===== src/rtl/stopwatch_pkg.sv =====
//==============================================================================
// Module      : stopwatch_pkg
// Description : Shared types and constants for the stopwatch sequencing
//               controller. Holds the FSM state encoding and the width of
//               one hh/mm/ss time field.
// Revision    : 1.0 - initial release
//==============================================================================
`default_nettype none

package stopwatch_pkg;

    // Width of one timekeeper field (hours, minutes or seconds)
    localparam int TF_W = 8;

    typedef enum logic [1:0] {
        IDLE  = 2'd0,
        RUN   = 2'd1,
        PAUSE = 2'd2,
        CLEAR = 2'd3
    } state_e;

endpackage

`default_nettype wire


===== src/rtl/btn_debounce.sv =====
//==============================================================================
// Module      : btn_debounce
// Description : Two-flop synchronizer, stable-level debouncer and rising-edge
//               press detector for one raw push-button.
// Ports       : clk_i   - clock
//               rst_ni  - asynchronous active-low reset
//               btn_i   - raw button level, asynchronous to clk_i
//               press_o - one-cycle pulse when the stable level rises
// Revision    : 1.0 - initial release
//==============================================================================
`default_nettype none

module btn_debounce #(
    parameter int DEB_CYCLES = 20000,
    parameter int DEB_W      = 15
) (
    input  logic clk_i,
    input  logic rst_ni,
    input  logic btn_i,
    output logic press_o
);

    localparam logic [DEB_W-1:0] CNT_LAST = DEB_W'(DEB_CYCLES - 1);

    logic             meta_q;
    logic             sync_q;
    logic             stable_q;
    logic             stable_d;
    logic             press_q;
    logic             press_d;
    logic [DEB_W-1:0] cnt_q;
    logic [DEB_W-1:0] cnt_d;

    // cnt_q counts consecutive synchronized samples that disagree with the
    // stable level; any agreeing sample restarts the run.
    always_comb begin
        cnt_d    = cnt_q;
        stable_d = stable_q;
        press_d  = 1'b0;
        if (sync_q != stable_q) begin
            if (cnt_q == CNT_LAST) begin
                stable_d = sync_q;
                cnt_d    = '0;
                // Only a 0->1 change of the stable level is a press
                press_d  = sync_q;
            end else begin
                cnt_d = cnt_q + DEB_W'(1);
            end
        end else begin
            cnt_d = '0;
        end
    end

    always_ff @(posedge clk_i or negedge rst_ni) begin
        if (!rst_ni) begin
            meta_q   <= 1'b0;
            sync_q   <= 1'b0;
            stable_q <= 1'b0;
            press_q  <= 1'b0;
            cnt_q    <= '0;
        end else begin
            meta_q   <= btn_i;
            sync_q   <= meta_q;
            stable_q <= stable_d;
            press_q  <= press_d;
            cnt_q    <= cnt_d;
        end
    end

    assign press_o = press_q;

endmodule

`default_nettype wire


===== src/rtl/stopwatch_ctrl.sv =====
//==============================================================================
// Module      : stopwatch_ctrl
// Description : Sequencing controller for the hh/mm/ss timekeeper. Debounces
//               the run/clear/lap buttons, runs the IDLE/RUN/PAUSE/CLEAR FSM,
//               prescales ap_clk into start_r advance pulses and keeps a lap
//               snapshot of the timekeeper outputs.
// Ports       : ap_clk, ap_rst_n        - clock, async active-low reset
//               btn_run/btn_clr/btn_lap - raw active-high buttons
//               hh/mm/ss                - current time from the timekeeper
//               start_r, clear          - one-cycle pulses to the timekeeper
//               lap_hh/lap_mm/lap_ss    - latched lap snapshot
//               lap_valid               - snapshot is valid
//               running                 - FSM is in RUN
// Revision    : 1.0 - initial release
//==============================================================================
`default_nettype none

module stopwatch_ctrl
    import stopwatch_pkg::*;
#(
    parameter int TICK_DIV   = 1000000,
    parameter int DEB_CYCLES = 20000,
    parameter int CNT_W      = 20,
    parameter int DEB_W      = 15
) (
    input  logic            ap_clk,
    input  logic            ap_rst_n,
    input  logic            btn_run,
    input  logic            btn_clr,
    input  logic            btn_lap,
    input  logic [TF_W-1:0] hh,
    input  logic [TF_W-1:0] mm,
    input  logic [TF_W-1:0] ss,
    output logic            start_r,
    output logic            clear,
    output logic [TF_W-1:0] lap_hh,
    output logic [TF_W-1:0] lap_mm,
    output logic [TF_W-1:0] lap_ss,
    output logic            lap_valid,
    output logic            running
);

    localparam logic [CNT_W-1:0] PRESC_LAST = CNT_W'(TICK_DIV - 1);

    logic run_p;
    logic clr_p;
    logic lap_p;

    state_e            state_q;
    state_e            state_d;
    logic [CNT_W-1:0]  presc_q;
    logic [CNT_W-1:0]  presc_d;
    logic              start_q;
    logic              start_d;
    logic              clear_q;
    logic              running_q;
    logic              lap_valid_q;
    logic              lap_valid_d;
    logic [TF_W-1:0]   lap_hh_q;
    logic [TF_W-1:0]   lap_hh_d;
    logic [TF_W-1:0]   lap_mm_q;
    logic [TF_W-1:0]   lap_mm_d;
    logic [TF_W-1:0]   lap_ss_q;
    logic [TF_W-1:0]   lap_ss_d;
    logic              wrap;

    btn_debounce #(
        .DEB_CYCLES (DEB_CYCLES),
        .DEB_W      (DEB_W)
    ) u_deb_run (
        .clk_i   (ap_clk),
        .rst_ni  (ap_rst_n),
        .btn_i   (btn_run),
        .press_o (run_p)
    );

    btn_debounce #(
        .DEB_CYCLES (DEB_CYCLES),
        .DEB_W      (DEB_W)
    ) u_deb_clr (
        .clk_i   (ap_clk),
        .rst_ni  (ap_rst_n),
        .btn_i   (btn_clr),
        .press_o (clr_p)
    );

    btn_debounce #(
        .DEB_CYCLES (DEB_CYCLES),
        .DEB_W      (DEB_W)
    ) u_deb_lap (
        .clk_i   (ap_clk),
        .rst_ni  (ap_rst_n),
        .btn_i   (btn_lap),
        .press_o (lap_p)
    );

    assign wrap = (state_q == RUN) && (presc_q == PRESC_LAST);

    always_comb begin
        state_d     = state_q;
        presc_d     = presc_q;
        start_d     = 1'b0;
        lap_valid_d = lap_valid_q;
        lap_hh_d    = lap_hh_q;
        lap_mm_d    = lap_mm_q;
        lap_ss_d    = lap_ss_q;

        // The prescaler advances on every RUN cycle, including the one in
        // which a pause is taken, so a wrap there still yields its pulse.
        // A wrap on the cycle that enters CLEAR is suppressed so start_r
        // never coincides with clear.
        if (state_q == RUN) begin
            presc_d = wrap ? '0 : presc_q + CNT_W'(1);
            start_d = wrap && !clr_p;
        end

        if (state_q == CLEAR) begin
            // Presses arriving during CLEAR are intentionally dropped
            state_d = IDLE;
            presc_d = '0;
        end else if (clr_p) begin
            state_d     = CLEAR;
            lap_valid_d = 1'b0;
            lap_hh_d    = '0;
            lap_mm_d    = '0;
            lap_ss_d    = '0;
        end else if (run_p) begin
            if (state_q == IDLE) begin
                state_d = RUN;
                presc_d = '0;
            end else if (state_q == RUN) begin
                state_d = PAUSE;
            end else begin
                // Resume from PAUSE keeps the held prescaler phase
                state_d = RUN;
            end
        end else if (lap_p && (state_q != IDLE)) begin
            lap_valid_d = 1'b1;
            lap_hh_d    = hh;
            lap_mm_d    = mm;
            lap_ss_d    = ss;
        end
    end

    always_ff @(posedge ap_clk or negedge ap_rst_n) begin
        if (!ap_rst_n) begin
            state_q     <= IDLE;
            presc_q     <= '0;
            start_q     <= 1'b0;
            clear_q     <= 1'b0;
            running_q   <= 1'b0;
            lap_valid_q <= 1'b0;
            lap_hh_q    <= '0;
            lap_mm_q    <= '0;
            lap_ss_q    <= '0;
        end else begin
            state_q     <= state_d;
            presc_q     <= presc_d;
            start_q     <= start_d;
            // Decoded from the next state so the flags line up with state_q
            clear_q     <= (state_d == CLEAR);
            running_q   <= (state_d == RUN);
            lap_valid_q <= lap_valid_d;
            lap_hh_q    <= lap_hh_d;
            lap_mm_q    <= lap_mm_d;
            lap_ss_q    <= lap_ss_d;
        end
    end

    assign start_r   = start_q;
    assign clear     = clear_q;
    assign running   = running_q;
    assign lap_valid = lap_valid_q;
    assign lap_hh    = lap_hh_q;
    assign lap_mm    = lap_mm_q;
    assign lap_ss    = lap_ss_q;

endmodule

`default_nettype wire


===== config.mk =====
export PLATFORM = sky130hd
export DESIGN_NAME = stopwatch_ctrl
export DESIGN_NICKNAME = d
export VERILOG_FILES = /design/src/rtl/stopwatch_pkg.sv /design/src/rtl/btn_debounce.sv /design/src/rtl/stopwatch_ctrl.sv
export SDC_FILE = /design/constraint.sdc
export NUM_CORES = 1
export LEC_CHECK = 0
export BUFFER_PORTS_ARGS = -buffer_cell sky130_fd_sc_hd__buf_4
export CAP_MARGIN = 20
export CORE_MARGIN = 2
export CORE_UTILIZATION = 25
export DETAILED_ROUTE_END_ITERATION = 8
export SLEW_MARGIN = 25
export SYNTH_ARGS = -nofsm -noshare
export SYNTH_HDL_FRONTEND = slang
export SYNTH_SLANG_ARGS = --single-unit
export TNS_END_PERCENT = 1

===== constraint.sdc =====
create_clock -name ap_clk -period 4.2 [get_ports ap_clk]
set_clock_uncertainty 0.1 [all_clocks]
set_input_delay 0.21 -clock ap_clk [delete_from_list [all_inputs] [get_ports ap_clk]]
set_output_delay 0.21 -clock ap_clk [all_outputs]
set_load 0.02 [all_outputs]

# Yosys cells after proc, flatten, opt, wreduce, memory -nomap -nowiden
# Cells that the tools add are included.
# Widths: inputs -> output; s select.
word_totals:
  reg_bits: 107
  latch_bits: 0
  mem_bits_rw: 0
  mem_bits_ro: 0
  in_bits: 29
  out_inout_bits: 28
  wordCells: 88
  n_memories: 0
op_classes:
  add_sub_neg: 4
  n_mul: 0
  div: 0
  n_lt_le_gt_ge: 0
  eq_ne: 12
  shift: 0
  muxes: 36
  bitwise: 1
  reduce_logical: 11
op_table:
  columns: ["cell", "count"]
  rows:
  - ["$mux 20", 6]
  - ["$mux 15", 6]
  - ["$mux 8", 9]
  - ["$add 15x1->15 const B", 3]
  - ["$eq 15x15->1 const B", 3]
  - ["$add 20x1->20 const B", 1]
  - ["$eq 20x20->1 const B", 1]
  - ["$mux 1", 10]
  - ["$mux 2", 5]
  - ["$reduce_and 2->1", 3]
  - ["$eq 2x1->1 const B", 2]
  - ["$eq 2x2->1 const B", 2]
  - ["$reduce_bool 2->1", 2]
  - ["$logic_and 1x1->1", 3]
  - ["$ne 1x1->1", 3]
  - ["$reduce_and 3->1", 1]
  - ["$logic_not 2->1", 1]
  - ["$ne 2x1->1 const B", 1]
  - ["$logic_not 1->1", 1]
  - ["$not 1->1", 1]

# Longest topological paths before layout
depth:
  depth_word: 8
  mapped_depth: 7

# Cells and area by module
# Synthesis repeated with hierarchy kept, for this count alone.
hier_totals:
  hier_cells: 435
  area_unflattened_um2: 4997.3
modules_own_cells:
  columns: ["module", "n_inst", "cells_per_inst", "area_each_um2", "seq_area_each_um2"]
  rows:
  - ["stopwatch_ctrl", 1, 199, 2220.9, 1251.2]
  - ["btn_debounce (u_deb_clr ...)", 2, 79, 939.7, 475.5]
  - ["btn_debounce (u_deb_lap)", 1, 78, 897.1, 475.5]

# Worst setup path before layout
# Ideal clock, no wire load.
synth_timing:
  path_kind: "register to register"
  from: "register presc_q[0]"
  to: "register presc_q[6]"
  setup_time_ns: 0.119
  arrival_time_ns: 1.594
  setup_slack_ns: 2.387
  stages_incl_launch_ff: 7
  period_less_slack_ns: 1.813
  cell_sequence: "dfrtp_1 > ha_1 > and4b_4 > nand4_4 > o21ai_2 > buf_4 > nor2_1"
synth_between:
  elab_chain_len: 8
  word_cells_on_any_way: 9
  classes_between: "add/sub: 1; eq/ne: 1; mux: 6; reduce/logical: 1"
synth_rtl:
  columns: ["item", "line_no", "rtl"]
  rows:
  - ["start, declared", "stopwatch_ctrl.sv:51", "logic [CNT_W-1:0] presc_q;"]
  - ["start signal, assigned", "stopwatch_ctrl.sv:158", "presc_q <= presc_d;"]
  - ["branches (longest 2 deep; another with $add 20x1->20)", null, null]
  - ["$mux 20 *", "stopwatch_ctrl.sv:113", "presc_d = wrap ? '0 : presc_q + CNT_W'(1);"]
  - ["$mux 20 *", "stopwatch_ctrl.sv:112", "if (state_q == RUN) begin"]
  - ["$mux 20", "stopwatch_ctrl.sv:128", "if (state_q == IDLE) begin"]
  - ["$mux 20", "stopwatch_ctrl.sv:127", "end else if (run_p) begin"]
  - ["$mux 20 *", "stopwatch_ctrl.sv:121", "end else if (clr_p) begin"]
  - ["$mux 20 *", "stopwatch_ctrl.sv:117", "if (state_q == CLEAR) begin"]
  - ["named net presc_d[6]", "stopwatch_ctrl.sv:52", "logic [CNT_W-1:0] presc_d;"]
# Mark *: on every way through the listed nets, which the timed path passes.
# A chain may end at the register's enable or synchronous reset.

# Worst setup path in the final report
layout_timing:
  from: "register presc_q[0]"
  to: "register presc_q[12]"
# The elaborated chain is that of the path after synthesis.

==> summary.md <==
| Metric | Value |
|---|---|
| Outcome | `finished, final reports clean` |
| EDFF count, synth | `0` |
| Gate Count Post-Synth | `446` |
| Max-Cap Viols | `0` |
| Post-cts sizing count | `0` |
| Die area | `0.0206 sq mm` |
| H-tree depth | `3` |
| Setup_tns | `0 ps` |
| Syn. warnings | `0` |
| Met2 usage | `0.176` |
| Worst EP arrival | `2270 ps` |
| Hold Slack | `251 ps` |
| Layout Area Growth over Synthesis | `26.0%` |
| CTS Buf Count | `9` |
| Max Slew Vio Count | `0` |
| Fin cells | `796` |
| Commonest non-fill, non-tap cell in the layout | `dfrtp_1` |
| Final Hold Fails | `0` |
| NetSw | `0.411 mW` |
| Core area | `0.0193 sq mm` |
| Initial antenna violation count | `0` |
| Max Fanout on Critical Path | `16` |
| Root buf cell | `clkbuf_16` |
| Final worst-path cycle share | `0.516` |
| DRC viols | `0` |
| Clk buf depth | `2` |
| Layout cell share with drive strength beyond 1 | `0.164` |
| WL/cell | `12.8 um` |
| Global route total overflow | `0` |
| Flop pwr share | `0.537` |
| Setup CP Type | `flip-flop to flip-flop` |
| Asr flop ratio synth | `1.00` |
| Largest stage delay, worst path | `600 ps` |
| Nature of the critical path endpoint | `flip-flop` |
| CP cell instances | `ha_1, and4b_4, nand4_4, o21ai_2, nor2_1` |
| Final-report setup violation count | `0` |
| Top FF cell, synth | `dfrtp_1` |
| Comb power frac | `0.044` |
| Final core utilization | `0.318` |
| Die H | `144 um` |
| GR peak layer | `met2` |
| Hpwl dp | `6930 um` |
| DR pass1 iterations | `4` |
| Setup crit start kind | `flip-flop` |
| Fmax | `461 MHz` |
| Met1 GRT Util | `0.124` |
| Sequential share of the synthesized area | `0.550` |
| DR vias | `3624` |
| CTS tree | `built` |
| Period minus WS final | `2170 ps` |
| Syn Nets | `479` |
| Peak VDD IR | `0.192 mV` |
| DRT iter0 DRCs | `218` |
| Min-delay src | `u_deb_run.meta_q$_DFF_PN0_` |
| Ports | `57` |
| Core Rows | `51` |
| Vias per cell | `4.55` |
| Gp weighted congestion | `0.778` |
| Final layout net count | `561` |
| Most frequent cells in the layout | `dfrtp_1, buf_4, nor2_1, xnor2_1, dlygate4sd3_1` |
| Clk_lat worst skew | `350 ps` |
| Antenna Cells | `0` |
| Initial Util | `0.252` |
| Cell area power density | `319 mW/mm^2` |
| Cell variety after synth | `48` |
| Total routed wirelength | `10200 um` |
| Cell Area, Synth | `0.00487 sq mm` |
| CTS Sinks | `107` |
| Worst slew margin | `0.519` |
| Slew of the pin with the lowest slew margin | `722 ps` |
| Type of the worst min-delay path | `flip-flop to flip-flop` |
| Clk slew on worst S/H paths | `70 ps` |
| Syn Area/Cell | `10.9 sq um` |
| Critical Path Source | `presc_q[0]$_DFF_PN0_` |
| RSZ-0062 raised after global routing | `false` |
| P_int | `1.54 mW` |
| Overall die width | `144 um` |
| Largest net degree at the start of global routing | `79` |
| DRT antenna net count | `0` |
| Critical-path top delay cell | `o21ai_2` |
| Yosys reg bits | `107` |
| Worst flop-to-flop path startpoint | `presc_q[0]$_DFF_PN0_` |
| First-pass GRT wire length | `17200 um` |
| I/O Buffers | `56` |
| Clk pwr share | `0.419` |
| Dpl cells | `754` |
| Lkg Pwr | `2.70 nW` |
| Sw Share | `0.210` |
| Vias in the first global route | `3692` |
| Required time worst endpoint | `4300 ps` |
| Gr usage total | `0.103` |
| Met3 usage | `0.0187` |
logic make-up after synthesis:
kind of cell	count (synthesis)	share of synthesized area
AOI/OAI and AO/OA	55	0.0820
xor gates and xnor gates	52	0.0936
adders and majority gates	4	0.0103
buffers and inverters	24	0.0229
DFF	107	0.550
muxes	3	0.00694
and+or+nand+nor	201	0.234
Yosys cell counts, drive strengths merged (4+ instances only):
cell | n | area [sq um]
a21oi | 12 | 63.8
a22o | 24 | 210
and2 | 5 | 31.3
and3 | 8 | 50.1
and4 | 8 | 73.8
buf | 10 | 58.8
clkbuf | 6 | 22.5
dfrtp | 107 | 2680
ha | 4 | 50.1
inv | 8 | 30.0
nand2 | 21 | 78.8
nand2b | 6 | 37.5
nand3 | 20 | 113
nand4 | 28 | 205
nor2 | 57 | 214
nor3 | 13 | 70.1
nor4 | 10 | 62.6
nor4b | 4 | 35.0
o21ai | 10 | 53.8
o31ai | 4 | 30.0
or3 | 4 | 25.0
or4 | 4 | 33.8
xnor2 | 28 | 245
xor2 | 24 | 210
layout make-up:
type                    count  area, sq um
flip-flops and latches    107         2680
inverters                   8         30.0
well taps                 265          332
multi-input cells         315         2080
clock buffers              13          280
clock inverters             1         7.51
fillers                  1988        13100
repair buffers             87          727
power groups by stage:
stage               logic (mW)  registers, mW  clock network [mW]
finish                  0.0855           1.05               0.820
global route            0.0966           1.05               0.880
CTS                     0.0874           1.05               0.845
detailed placement      0.0657           1.07                   0
global placement        0.0637           1.07                   0
floorplan               0.0206           1.07                   0
final timing paths:
| path | endpoint | slack (ps) | cells past startpoint |
|---|---|---|---|
| worst max-delay path | presc_q[12]$_DFF_PN0_ | 2030 | 5 |
| worst min-delay path | u_deb_run.sync_q$_DFF_PN0_ | 250 | 0 |
| worst max register to register | presc_q[12]$_DFF_PN0_ | 2030 | 5 |
| worst min register to register | u_deb_run.sync_q$_DFF_PN0_ | 250 | 0 |
| max in group asynchronous | u_deb_run.cnt_q[13]$_DFF_PN0_ | 2750 | 3 |
| min in group asynchronous | presc_q[18]$_DFF_PN0_ | 340 | 2 |
flip-flops by register name, indices dropped and copies added, names as in the netlist, 2 cells and up:
| name | count |
|---|---|
| u_deb_clr.cnt_q | 15 |
| presc_q | 20 |
| u_deb_lap.cnt_q | 15 |
| lap_ss | 8 |
| state_q | 2 |
| lap_hh | 8 |
| u_deb_run.cnt_q | 15 |
| lap_mm | 8 |
metal layers:
layer | wire length (um) | vias up | part of all wire
met5 | 0 | - | 0
met1 | 4510 | 1809 | 0.44
met3 | 175 | 20 | 0.017
met2 | 5210 | 32 | 0.51
li1 | - | 1763 | -
met4 | 255 | 0 | 0.025
worst max-delay path, delay by kind of cell (launching register included):
| family | cells | cell delay, ps |
|---|---|---|
| adder cells (fa/ha/maj) | 1 | 240 |
| AND/OR/NAND/NOR | 3 | 580 |
| flip-flops | 1 | 490 |
| AO/OA/AOI/OAI | 1 | 600 |
what timing repair did:
item,CTS,global route
buffers inserted,0,0
hold buffers,28,0
hold endpoints to repair,104,0
per-stage QoR:
| step | instance area (sq um) | total power [mW] | setup slack [ps] |
|---|---|---|---|
| floorplan | 4870 | 1.09 | 2390 |
| finish | 6130 | 1.95 | 2030 |
| global route | 6130 | 2.03 | 1860 |
| detailed placement | 5560 | 1.13 | 2040 |
| CTS | 6130 | 1.98 | 2020 |
| global placement | 5560 | 1.13 | 2110 |
Note: power is estimated with default switching activity, not from simulation.
